**config.mk**
```make
export PLATFORM = sky130hd
export DESIGN_NAME = sevseg_scan_ctrl
export DESIGN_NICKNAME = d
export VERILOG_FILES = /design/src/rtl/sevseg_pkg.sv /design/src/rtl/sevseg_decoder.sv /design/src/rtl/sevseg_scan_ctrl.sv
export SDC_FILE = /design/constraint.sdc
export NUM_CORES = 1
export LEC_CHECK = 0
export ABC_AREA = 1
export CAP_MARGIN = 5
export CORE_UTILIZATION = 28
export CTS_CLUSTER_DIAMETER = 30
export DETAILED_ROUTE_END_ITERATION = 8
export GPL_TIMING_DRIVEN = 1
export PLACE_DENSITY_LB_ADDON = 0.1
export REMOVE_ABC_BUFFERS = 1
export SLEW_MARGIN = 0
export SYNTH_ARGS = -nofsm -noshare
export SYNTH_HDL_FRONTEND = slang
export SYNTH_SLANG_ARGS = --single-unit
```
**constraint.sdc**
```tcl
create_clock -name clk -period 2.39 [get_ports clk]
set_input_delay 0.5975 -clock clk [delete_from_list [all_inputs] [get_ports clk]]
set_output_delay 0.5975 -clock clk [all_outputs]
set_load 0.01 [all_outputs]
```
**src/rtl/sevseg_pkg.sv**
```systemverilog
// sevseg_pkg: shared types, constants and width helper for the seven-segment scan controller.
package sevseg_pkg;

    typedef enum logic [1:0] {
        IDLE,
        BLANK,
        SHOW
    } state_t;

    localparam logic [6:0] SEG_BLANK = 7'h7F;

    function automatic int width_of(input int n);
        return (n < 2) ? 1 : $clog2(n);
    endfunction

endpackage

```
**src/rtl/sevseg_decoder.sv**
```systemverilog
// sevseg_decoder: hex nibble to active-low {a,b,c,d,e,f,g} segment pattern.
module sevseg_decoder (
    input  logic [3:0] nibble,
    output logic [6:0] seg
);

    always_comb begin
        seg = 7'h7F;
        case (nibble)
            4'h0: seg = 7'h01;
            4'h1: seg = 7'h4F;
            4'h2: seg = 7'h12;
            4'h3: seg = 7'h06;
            4'h4: seg = 7'h4C;
            4'h5: seg = 7'h24;
            4'h6: seg = 7'h20;
            4'h7: seg = 7'h0F;
            4'h8: seg = 7'h00;
            4'h9: seg = 7'h04;
            4'hA: seg = 7'h08;
            4'hB: seg = 7'h60;
            4'hC: seg = 7'h31;
            4'hD: seg = 7'h42;
            4'hE: seg = 7'h30;
            4'hF: seg = 7'h38;
            default: seg = 7'h7F;
        endcase
    end

endmodule

```
**src/rtl/sevseg_scan_ctrl.sv**
```systemverilog
// sevseg_scan_ctrl: time-multiplexed seven-segment scanner with frame-aligned double buffering.
// Define SEVSEG_LZ_BLANK_EN to blank leading-zero digits (digit 0 always shown).
module sevseg_scan_ctrl
    import sevseg_pkg::*;
#(
    parameter int   NUM_DIGITS   = 4,
    parameter int   SLOT_CYCLES  = 50000,
    parameter int   BLANK_CYCLES = 500,
    parameter logic DIGIT_ON     = 1'b0
) (
    input  logic                      clk,
    input  logic                      rst,
    input  logic                      enable,
    input  logic                      load,
    input  logic [4*NUM_DIGITS-1:0]   value,
    input  logic [NUM_DIGITS-1:0]     dp_in,
    output logic [6:0]                seg,
    output logic                      dp,
    output logic [NUM_DIGITS-1:0]     dig_en,
    output logic                      pending,
    output logic                      frame_done
);

    localparam int CW = width_of(SLOT_CYCLES);
    localparam int IW = width_of(NUM_DIGITS);
    localparam logic [CW-1:0] BLANK_LAST = CW'(BLANK_CYCLES - 1);
    localparam logic [CW-1:0] SHOW_LAST  = CW'(SLOT_CYCLES - BLANK_CYCLES - 1);
    localparam logic [IW-1:0] IDX_LAST   = IW'(NUM_DIGITS - 1);
    localparam logic [NUM_DIGITS-1:0] DIG_OFF = {NUM_DIGITS{~DIGIT_ON}};

    state_t                    state, state_nx;
    logic [CW-1:0]             cnt, cnt_nx;
    logic [IW-1:0]             idx, idx_nx;
    logic [4*NUM_DIGITS-1:0]   active, shadow;
    logic [NUM_DIGITS-1:0]     active_dp, shadow_dp;
    logic                      commit, lz, show_nx;
    logic [6:0]                dec_seg;

    sevseg_decoder u_dec (
        .nibble (active[4*idx +: 4]),
        .seg    (dec_seg)
    );

`ifdef SEVSEG_LZ_BLANK_EN
    assign lz = (idx != '0) && ((active >> {idx, 2'b00}) == '0);
`else
    assign lz = 1'b0;
`endif

    always_comb begin
        state_nx = state;
        cnt_nx   = cnt + 1'b1;
        idx_nx   = idx;
        commit   = 1'b0;
        if (!enable) begin
            state_nx = IDLE;
            cnt_nx   = '0;
            idx_nx   = '0;
        end else begin
            case (state)
                IDLE: begin
                    state_nx = BLANK;
                    cnt_nx   = '0;
                end
                BLANK: if (cnt == BLANK_LAST) begin
                    state_nx = SHOW;
                    cnt_nx   = '0;
                end
                SHOW: if (cnt == SHOW_LAST) begin
                    state_nx = BLANK;
                    cnt_nx   = '0;
                    commit   = (idx == IDX_LAST);
                    idx_nx   = commit ? '0 : idx + 1'b1;
                end
                default: begin
                    state_nx = IDLE;
                    cnt_nx   = '0;
                    idx_nx   = '0;
                end
            endcase
        end
    end

    // idx only moves on the way out of SHOW, so while show_nx holds the decoder already sees the slot's digit
    assign show_nx = (state_nx == SHOW) && !lz;

    always_ff @(posedge clk or posedge rst) begin
        if (rst) begin
            state      <= IDLE;
            cnt        <= '0;
            idx        <= '0;
            active     <= '0;
            active_dp  <= '0;
            shadow     <= '0;
            shadow_dp  <= '0;
            pending    <= 1'b0;
            frame_done <= 1'b0;
            seg        <= SEG_BLANK;
            dp         <= 1'b1;
            dig_en     <= DIG_OFF;
        end else begin
            state      <= state_nx;
            cnt        <= cnt_nx;
            idx        <= idx_nx;
            frame_done <= commit;
            seg        <= show_nx ? dec_seg : SEG_BLANK;
            dp         <= show_nx ? ~active_dp[idx] : 1'b1;
            dig_en     <= show_nx ? DIG_OFF ^ (NUM_DIGITS'(1) << idx) : DIG_OFF;
            pending    <= !commit && (load || pending);
            if (load) begin
                shadow    <= value;
                shadow_dp <= dp_in;
            end
            if (commit) begin
                active    <= load ? value : shadow;
                active_dp <= load ? dp_in : shadow_dp;
            end
        end
    end

endmodule
```
=== Word level (Yosys, flattened, before mapping) ===
Memory sizes are Yosys's and may differ from the RTL's.
Cells that the tools add are included.

* Multipliers: 0
* Multiplexer cells: 22
* Reduce and logical (&&, ||, !) cells: 6
* Shift-type cells: 2
* $add $sub $neg: 2
* Bitwise gates (word level): 2
* Div/mod/pow operators: 0
* Order comparisons: 1
* Eq/ne operators: 8

{| class="wikitable"
|+ Operator list
! cell !! number
|-
| two-way mux 16 bit || 4
|-
| one-hot mux 16 bit (2 select lines) || 1
|-
| adder 16 x 1 -> 16 bit, second input constant || 1
|-
| == test 16 bit, second input constant || 1
|-
| == test 16 x 9 -> 1 bit, second input constant || 1
|-
| indexed part select 16 x 5 -> 4 bit || 1
|-
| two-way mux 2 bit || 6
|-
| two-way mux 4 bit || 2
|-
| two-way mux 7 bit || 1
|-
| == test 2 bit, second input constant || 3
|-
| one-hot mux 2 bit (3 select lines) || 1
|-
| two-way mux 1 bit || 5
|-
| NOT 4 bit || 1
|-
| one-hot mux 2 bit (2 select lines) || 1
|-
| left shift 1 x 2 -> 4 bit, first input constant || 1
|-
| < comparator 2 x 3 -> 1 bit, second input constant || 1
|-
| != test 3 bit, second input constant || 1
|-
| adder 2 x 1 -> 2 bit, second input constant || 1
|-
| binary-select mux 1 bit (select 2 bit) || 1
|-
| == test 2 x 1 -> 1 bit, second input constant || 1
|-
| logical NOT 2 bit || 1
|-
| != test 2 bit, second input constant || 1
|-
| AND reduction 2 bit || 1
|-
| OR reduction 2 bit || 1
|-
| other kinds (4) || 4
|}

* Latch bits: 0
* Bits in writable memories: 0
* Memory bits (read-only): 112
* Memories: 1
* Logic and storage cells: 56
* Flip-flop bits (word level): 74

{| class="wikitable"
|+ Memory list
! memory !! depth !! bits a word !! rd ports !! clocked after memory_dff !! write ports !! line !! RTL
|-
| (name not given) || 16 || 7 || 1 || 0 || 0 || sevseg_decoder.sv:9 || <nowiki>case (nibble)</nowiki>
|}

=== Logic depth before layout (Yosys ltp) ===
* Word-level depth: 6
* Depth in mapped cells: 13
* Gate-level depth less buffers: 12

=== Modules after synthesis ===
From an unflattened synthesis, not the netlist that was laid out.

* Cells, all modules: 451
* Area total of the unflattened synthesis: 3742.3 sq um

{| class="wikitable"
|+ Modules (own cells, without submodules)
! module !! instances !! cells an instance !! seq. area each (sq um) !! area each (sq um)
|-
| sevseg_scan_ctrl || 1 || 400 || 1866.8 || 3467.1
|-
| sevseg_decoder || 1 || 51 || 0.0 || 275.3
|}

=== Worst setup path before layout ===
Ideal clock, no wire load.

* Path type: register -> register
* From: register idx[0]
* To: register seg[3]
* Path buffers: 1
* Arrival: 1.643 ns
* Setup slack: 0.686 ns
* Period minus slack after synthesis: 1.704 ns
* Cell stages (with the launch flop): 13
* Library setup time: 0.061 ns
* Cell sequence: dfrtp_1 inv_1 buf_2 nand2_1 nand3_1 nand2_1 ha_1 nand3b_1 nand2_1 nand2_1 nand2_1 inv_1 nand3_2

* Cells in the longest elaborated chain, start to end: 3

{| class="wikitable"
|+ RTL lines
! item !! line !! RTL
|-
| start, declared || sevseg_scan_ctrl.sv:33 || <nowiki>logic [IW-1:0] idx, idx_nx;</nowiki>
|-
| start signal, assigned || sevseg_scan_ctrl.sv:104 || <nowiki>idx <= idx_nx;</nowiki>
|-
| indexed part select 16 x 5 -> 4 bit || sevseg_scan_ctrl.sv:40 || <nowiki>.nibble (active[4*idx +: 4]),</nowiki>
|-
| memory read (16 x 7 bit) || - ||
|-
| two-way mux 7 bit || sevseg_scan_ctrl.sv:106 || <nowiki>seg <= show_nx ? dec_seg : SEG_BLANK;</nowiki>
|-
| end signal, assigned || sevseg_scan_ctrl.sv:106 ||
|-
| end, declared || sevseg_scan_ctrl.sv:17 || <nowiki>output logic [6:0] seg,</nowiki>
|}

No other way between the ends.
A chain may end at the register's enable or synchronous reset.

=== Worst setup path in the final report ===
* From: register dp
* To: output dp

{| class="wikitable"
|+ RTL lines
! item !! line !! RTL
|-
| start, declared || sevseg_scan_ctrl.sv:18 || <nowiki>output logic dp,</nowiki>
|-
| start signal, assigned || sevseg_scan_ctrl.sv:107 || <nowiki>dp <= show_nx ? ~active_dp[idx] : 1'b1;</nowiki>
|}

No word-level cell between the ends.

==> results by group <==
Cells and area
  • Share of layout cells above drive strength 1: 12.9%
  • Fin area: 4590 um2
  • Final-layout fill cell count: roughly 1300
  • Layout area overhead: 23.8%
  • Most frequent cells in the layout: nand2_1, dfrtp_1, clkdlybuf4s50_1, nor2_1, nand3_1
  • Commonest non-fill, non-tap cell in the layout: nand2_1
  • Final Core Density: 36.0%
  • Antenna cells: 0
  • Fin nets: 531

Worst setup path
  • R2R setup slack: 0.40 ns
  • R2R Path End: seg[3]
  • CP max stage delay: between 0.5 and 0.6 ns
  • CP top delay family: flip-flops
  • Crit. path cell count: 1
  • Critical Path RT: between 1.5 and 2 ns
  • Worst R2R Path Depth: 11
  • Crit path kind: flop to primary output
  • Slowest cell on crit path: dfstp_2
  • Startpoint type of the worst setup path: flop
  • CP Capture Type: primary output
  • FF-to-FF Start: idx[0]
  • Setup crit start: dp
  • CP max FO: 1
  • Buf/Inv on CP: 1
  • CP Cell Sequence: clkdlybuf4s50_1
  • CP Capture Point: dp
  • Crit path DAT: 1.43 ns

Routing
  • Pre-antenna DRT Iters: 4
  • DR vias/cell: between 4 and 5
  • Via count: 2803
  • Wire per inst: 11.8 um
  • DR top layer: met4
  • DR DRC count: 0
  • WL met2: 3310 um
  • Initial DRC count: 114
  • Post-route ant nets: 0
  • Met3 wire len: 320 um
  • Final wirelength: 7920 um
  • Routed length on met1: roughly 4200 um

Timing
  • Final Slew Violations: 0
  • Final setup vio count: 0
  • Setup ws final: approximately 0.36 ns
  • Slew margin rel.: 59.1%
  • Fmax: 0.493 GHz
  • Clock skew: 0.00753 ns
  • Measured slew at the worst slew-check pin: 0.612 ns
  • Final hold viol count: 0
  • Worst hold slack: 0.457 ns
  • Minimum clock period: a little over 2 ns
  • RSZ-0062 raised after global routing: false
  • Crit share post-route: 84.9%

Clock network
  • H-Tree Depth: 3
  • Num CTS Buffers: 9
  • Cts hold-fix bufs: 0
  • Post-CTS Setup Repair Bufs: 0
  • Worst-Skew Late Latency: between 0.3 and 0.4 ns
  • CTS tree: done
  • Root Driver: clkbuf_16
  • TritonCTS Sinks: between 70 and 80
  • Post-CTS Resized: 0
  • Clk pin slew, worst setup/hold paths: 0.06 ns
  • Clock buffer depth: 2

Logic synthesis
  • Ys Warns: 0
  • Avg Cell Area, Syn: between 8 and 9 um2
  • Cells after Synth: between 400 and 500
  • Post-synth cell types: 27
  • Yosys reg bits: 74
  • Synth Cell Area: 3710 um2
  • Seq/Total Area, Yosys: approximately half

Die
  • DIE AREA: 13700 um2
  • Die X: 117 um
  • IO Pins: 38
  • Row Count: between 40 and 50
  • Initial Utilization: between 20% and 30%
  • Core area: between 10000 and 15000 um2
  • Die Height: about 120 um

Placed design
  • Pre-CTS setup slack: around 0.3 ns
  • Post-DP HPWL: 5290 um
  • IO Port Bufs: 37
  • Cell Area, Placed: 4270 um2
  • Placer Congestion: 0.798

Job
  • Max cap viols: 0

Worst hold path
  • Hold crit path type: flop to flop

Pwr
  • Max VDD drop: 0.000350 V
  • P_int: 2.29 mW
  • Pwr dens: 631 nW/um2
  • Power share of the combinational group: under 10%
  • P_leak: 2.15 nW
  • Switch Pwr: 0.613 mW
  • Clock power share: about 50%
  • Sequential Power Share: 44.7%
  • Sw Ratio: 21.1%

Status
  • Status: complete, no violations

GRT
  • GRT Total Usage: 13.2%
  • Largest net degree at the start of global routing: 75
  • Vias in the first global route: 2788
  • Total gr overflow: 0
  • Global-route wire length before repair: 13600 um
  • Initial antenna violation count: 0
-- registers in the layout, summed over array words and instances, names as in the netlist, 4 cells and up --
signal / count
active: 16
active_dp: 4
cnt: 16
shadow: 16
seg: 7
dig_en: 4
shadow_dp: 4
-- synth_stat cells --
cell / instances / area, um2
nand2_1: 194 / 728
dfrtp_1: 62 / 1550
nor2_1: 36 / 135
inv_1: 29 / 109
nand3_1: 29 / 145
ha_1: 15 / 188
dfstp_2: 12 / 315
nand3_2: 12 / 120
o21ai_0: 11 / 55.1
xor2_1: 10 / 87.6
buf_2: 5 / 25.0
clkbuf_1: 5 / 18.8
inv_2: 5 / 18.8
nand2_2: 4 / 25.0
nor2_2: 4 / 25.0
xnor2_1: 4 / 35.0
nor2_4: 3 / 33.8
nand4_1: 2 / 12.5
nor3_1: 2 / 10.0
a21oi_1: 1 / 5.00
a21oi_2: 1 / 8.76
buf_1: 1 / 3.75
buf_4: 1 / 7.51
buf_6: 1 / 11.3
buf_8: 1 / 15.0
nand3b_1: 1 / 7.51
nor2b_4: 1 / 13.8
-- power groups by stage --
stage | Clock [mW] | Combinational, mW | Sequential [mW]
finish | 1.45 | 0.153 | 1.30
global placement | 0 | 0.159 | 1.32
detailed placement | 0 | 0.159 | 1.32
global route | 1.56 | 0.176 | 1.30
floorplan | 0 | 0.0805 | 1.31
CTS | 1.51 | 0.159 | 1.30
-- final cells by class --
cell class	count	area, um2	share of cell area, %
Clock buffer	11	243	5.28
Clock inverter	5	77.6	1.69
Inverter	34	128	2.78
Multi-Input combinational cell	330	1640	35.6
Sequential cell	74	1870	40.6
Tap cell	172	215	4.69
Timing Repair Buffer	43	428	9.32
-- worst min-delay path by stage --
stage	slack, ns	start	to	cells after the start
2_1_floorplan	0.43	cnt[0]	cnt[0]	1
3_3_place_gp	0.45	cnt[0]	cnt[0]	1
3_5_place_dp	0.45	cnt[0]	cnt[0]	1
4_1_cts	0.46	cnt[0]	cnt[0]	1
5_1_grt	0.46	cnt[0]	cnt[0]	1
6_report	0.46	cnt[0]	cnt[0]	1
-- through the flow --
stage,TNS [ns],instances,power [mW]
final,0,669,2.90
after global routing,0,669,3.03
after CTS,0,669,2.96
after detailed placement,0,653,1.48
after global placement,0,653,1.48
after floorplan,-4.29,438,1.40
-- metal layers --
metal  GRT usage, %  vias to the layer above
met4           4.81                        0
met5              0                        -
met3           4.53                       11
met2           19.5                       43
met1           17.8                     1279
li1               -                     1470
-- kinds of logic after synthesis --
family          share of synthesized area (%)
fa+ha+maj                                5.06
flops                                    50.3
buf+inv                                  5.63
compound gates                           1.85
xor+xnor                                 3.30
simple gates                             33.9
(Power assumes the default switching activity.)
==> RTL change 1, RTL diff (same settings) <==
Change the parameter `DIGIT_ON` from 1'b0 to 1'b1.
--- a/src/rtl/sevseg_scan_ctrl.sv
+++ b/src/rtl/sevseg_scan_ctrl.sv
@@ -6,7 +6,7 @@
     parameter int   NUM_DIGITS   = 4,
     parameter int   SLOT_CYCLES  = 50000,
     parameter int   BLANK_CYCLES = 500,
-    parameter logic DIGIT_ON     = 1'b0
+    parameter logic DIGIT_ON     = 1'b1
 ) (
     input  logic                      clk,
     input  logic                      rst,
Behaviour: not the same (a bounded check fails within 4 cycles, from zero or initial values and one cycle with rst high).
==> RTL change 1 against the original RTL <==
Routed wire length shrank 1.6%; critical path depth stayed put; area after synthesis is 1.9% lower; power is 4.4% lower; sequential cell count unchanged; cell area down 2.1%; non-clock buffer count unchanged; fmax up 3.0%; global-route usage shrank 0.058 points; sequential power barely moved; worst setup slack improved by 59 ps; register-to-register slack gained 160 ps; critical endpoint is now seg[5]; largest power group unchanged.
==> RTL change 1: results (changes against the original RTL) <==
Cell variety after synth: 29 (+7.4%)
# diodes: 0 (unchanged)
first-pass GRT wire length: 13,300 um (-1.9%)
grt met1 use: 0.181 (+0.00231)
total number of vias: 2,763 (-1.4%)
Starting DRT DRC Count: 134 (+18%)
vias in the first global route: 2,675 (-4.1%)
sequential share of the synthesized area: 0.511 (+0.00831)
Total GRT Usage: 0.131 (-0.000577)
Max stage delay on crit path: 530 ps (-20 ps)
maximum VDD drop: 0.235 mV (-33%)
Global Route met3 Usage: 0.0262 (-0.0192)
worst-path cell with the longest stage delay: clkdlybuf4s50_1
clk_skew: 4.43 ps (-3.10 ps)
Worst setup startpoint: seg[5]$_DFF_PP1_
final net count: 530 (-0.19%)
Leak: 2.18 nW (+1.6%)
fraction of layout cells with a size suffix above 1: 0.0929 (-0.0358)
Commonest cells post-synth: nand2_1, dfrtp_1, inv_1, nor2_1, nand3_1
GPL Wtd Cong: 0.776 (-2.8%)
critical path's top delay family: buffers and inverters
Worst EP arrival: 1370 ps (-60 ps)
via/cell ratio: 4.14 (-1.1%)
Worst-Margin Slew: 602 ps (-10.4 ps)
post-DP HPWL: 5330 um (+0.79%)
status: finished clean
synth top area cells: dfrtp_1, nand2_1, dfstp_2
met2 Use GR: 0.191 (-0.00400)
[RTL change 1: changes by cell type in the layout (fill, tap and decap cells not counted), sizes merged, moves of 3 or more]
cell and change:
nand2 -18, inv +9, nor3 +8, dfrtp +4, dfstp -4, nand3 -4
o21ai +4, o211ai +3, xnor2 -3
[RTL change 1: power by group]
group	switching, mW	internal (mW)	total [mW]
Combinational	0.0865	0.0583	0.145
Sequential	0.0101	1.29	1.30
Clock	0.501	0.828	1.33
[RTL change 1: final cells by class]
cell class	count	area [sq um]
fillers	1369	8170
flip-flops and latches	74	1860
multi-input cells	319	1540
repair buffers	43	428
clock buffers	12	246
well taps	172	215
inverters	44	166
clock inverters	3	40.0
[RTL change 1: final timing paths]
check                      depth (start not counted)              endpoint  slack [ps]
min in group asynchronous                          3  frame_done$_DFF_PP0_         670
setup reg to reg                                  11      seg[2]$_DFF_PP1_         560
hold / removal                                     1      cnt[0]$_DFF_PP0_         460
max in group asynchronous                          3      seg[5]$_DFF_PP1_        1360
hold reg to reg                                    1      cnt[0]$_DFF_PP0_         460
setup / recovery                                   1                seg[5]         420
[RTL change 1: kinds of logic (layout without fill, tap and decap cells)]
kind of cell | Yosys count | count (layout) | synth area share
buf+inv | 55 | 102 | 0.0660
simple gates | 271 | 271 | 0.311
flops | 74 | 74 | 0.511
fa+ha+maj | 15 | 15 | 0.0515
compound gates | 21 | 21 | 0.0309
xor+xnor | 12 | 12 | 0.0289
[RTL change 1: through the flow]
stage	util	worst slack, ps	power (mW)	instance area, sq um	TNS (ps)
2_1_floorplan	-	-75.9	1.39	3570	-5010
3_3_place_gp	0.332	340	1.47	4210	0
3_5_place_dp	0.332	338	1.47	4210	0
4_1_cts	0.355	397	2.82	4500	0
5_1_grt	0.355	328	2.89	4500	0
6_report	0.355	421	2.77	4500	0
[RTL change 1: metal layers]
layer,part of all wire,up-vias
met3,0.031,11
met5,0,-
li1,-,1471
met2,0.42,41
met4,0.024,0
met1,0.53,1240
==> RTL change 2, RTL diff (config.mk and constraints unchanged) <==
Without the edit above. Register the output `seg` once more, cleared by the reset; this adds one clock of latency there. The other outputs are not delayed to match.
--- a/src/rtl/sevseg_scan_ctrl.sv
+++ b/src/rtl/sevseg_scan_ctrl.sv
@@ -27,6 +27,8 @@
     localparam logic [CW-1:0] SHOW_LAST  = CW'(SLOT_CYCLES - BLANK_CYCLES - 1);
     localparam logic [IW-1:0] IDX_LAST   = IW'(NUM_DIGITS - 1);
     localparam logic [NUM_DIGITS-1:0] DIG_OFF = {NUM_DIGITS{~DIGIT_ON}};
+
+    logic [6:0] seg_s0;
 
     state_t                    state, state_nx;
     logic [CW-1:0]             cnt, cnt_nx;
@@ -95,7 +97,7 @@
             shadow_dp  <= '0;
             pending    <= 1'b0;
             frame_done <= 1'b0;
-            seg        <= SEG_BLANK;
+            seg_s0     <= SEG_BLANK;
             dp         <= 1'b1;
             dig_en     <= DIG_OFF;
         end else begin
@@ -103,7 +105,7 @@
             cnt        <= cnt_nx;
             idx        <= idx_nx;
             frame_done <= commit;
-            seg        <= show_nx ? dec_seg : SEG_BLANK;
+            seg_s0     <= show_nx ? dec_seg : SEG_BLANK;
             dp         <= show_nx ? ~active_dp[idx] : 1'b1;
             dig_en     <= show_nx ? DIG_OFF ^ (NUM_DIGITS'(1) << idx) : DIG_OFF;
             pending    <= !commit && (load || pending);
@@ -118,4 +120,12 @@
         end
     end
 
+    always_ff @(posedge clk or posedge rst) begin
+        if (rst) begin
+            seg <= '0;
+        end else begin
+            seg <= seg_s0;
+        end
+    end
+
 endmodule
Check against the original RTL: not equivalent (Yosys sat finds a counterexample within 4 cycles, from zero or initial values and one cycle with rst high).
==> RTL change 2 against the original RTL <==
Highest routed layer unchanged; routed wire length is 3.3% higher; worst setup slack better by 34 ps; largest cell class unchanged; area after synthesis rose by 3.6%; cell area is 2.3% higher; sequential cell count up 7; critical path depth stayed put; power shrank 1.3%; die area rose by 3.5%.
==> RTL change 2: results (changes against the original RTL) <==
total number of vias: 2,940 (+4.9%)
slew margin rel.: 0.584 (-0.00729)
HP Start: seg_s0[3]$_DFF_PP1_
maximum VDD drop: 0.341 mV (-2.7%)
fill count: 1,409 (+6.3%)
Leak: 2.22 nW (+3.5%)
sequential share of the synthesized area: 0.531 (+0.0282)
Register-to-Register Path Depth: 9 (-2)
worst r2r dst: seg_s0[1]$_DFF_PP1_
Max stage delay on crit path: 530 ps (-20 ps)
vias in the first global route: 2,972 (+6.6%)
Post-Synth Adder-Cell Area: 0.0488 (-0.00175)
synth top area cells: dfrtp_1, nand2_1, dfstp_2
status: finished clean
Post-Synth XOR/XNOR Area: 0.0273 (-0.00570)
R2R setup slack: 530 ps (+130 ps)
fraction of layout cells with a size suffix above 1: 0.0930 (-0.0357)
WHS Path Cells: 0 (-1)
Compound-Gate Fraction of Synth Area: 0.0169 (-0.00162)
Total GRT Usage: 0.129 (-0.00327)
placed cell areas: 4420 sq um (+3.4%)
Commonest cells post-synth: nand2_1, dfrtp_1, nand3_1
Starting DRT DRC Count: 166 (+46%)
largest net degree at the start of global routing: 43 (-43%)
Cell variety after synth: 23 (-15%)
first-pass GRT wire length: 14,300 um (+5.5%)
## RTL change 2: worst max path at each step
| stage | from | to | depth (start not counted) |
|---|---|---|---|
| after CTS | dp$_DFF_PP1_ | dp | 1 |
| after detailed placement | load | active_dp[1]$_DFFE_PP0N_ | 6 |
| after floorplan | rst | active[0]$_DFFE_PP0N_ | 1 |
| final | dp$_DFF_PP1_ | dp | 1 |
| after global routing | idx[1]$_DFFE_PP0P_ | seg_s0[1]$_DFF_PP1_ | 9 |
| after global placement | enable | active_dp[1]$_DFFE_PP0N_ | 7 |
## RTL change 2: metrics by stage
step	cells	hold slack, ps	utilization	setup WS (ps)
6_report	692	389	0.354	395
5_1_grt	692	390	0.354	299
4_1_cts	692	391	0.354	367
3_5_place_dp	676	381	0.332	407
3_3_place_gp	676	381	0.332	426
2_1_floorplan	452	379	-	-268
## RTL change 2: worst reg2reg max path, stage by stage (launching register included)
cell,delay (ps)
dfrtp_1,450
inv_1,220
nand3_1,100
nand2_1,220
inv_1,130
ha_1,210
nand3_1,120
nand2_1,60
o21ai_0,170
nand3_1,100
## RTL change 2: metal layers
layer  vias to the layer above  share of wire  GRT usage
met5                         -              0          0
li1                       1527              -          -
met1                      1346           0.48      0.162
met2                        55           0.46      0.206
met4                         0          0.018     0.0522
met3                        12          0.042     0.0378
## RTL change 2: report_power, final
part	switching, mW	internal [mW]
logic	0.0898	0.0601
registers	0.00933	1.40
clock network	0.561	0.737
total	0.660	2.20
## RTL change 2: kinds of logic (layout without fill, tap and decap cells)
group | after synthesis | in the layout
xor gates and xnor gates | 12 | 12
DFF | 81 | 81
buffers and inverters | 51 | 99
AOI/OAI and AO/OA | 13 | 13
adders and majority gates | 15 | 15
and+or+nand+nor | 296 | 296
## RTL change 2: layout make-up
cell class                      instances  area [sq um]  share of cell area
Clock buffer                           11           243              0.0516
Timing Repair Buffer                   48           453              0.0964
Multi-Input combinational cell        336          1570               0.334
Clock inverter                          5          40.0             0.00852
Tap cell                              176           220              0.0468
Sequential cell                        81          2040               0.434
Inverter                               35           133              0.0282
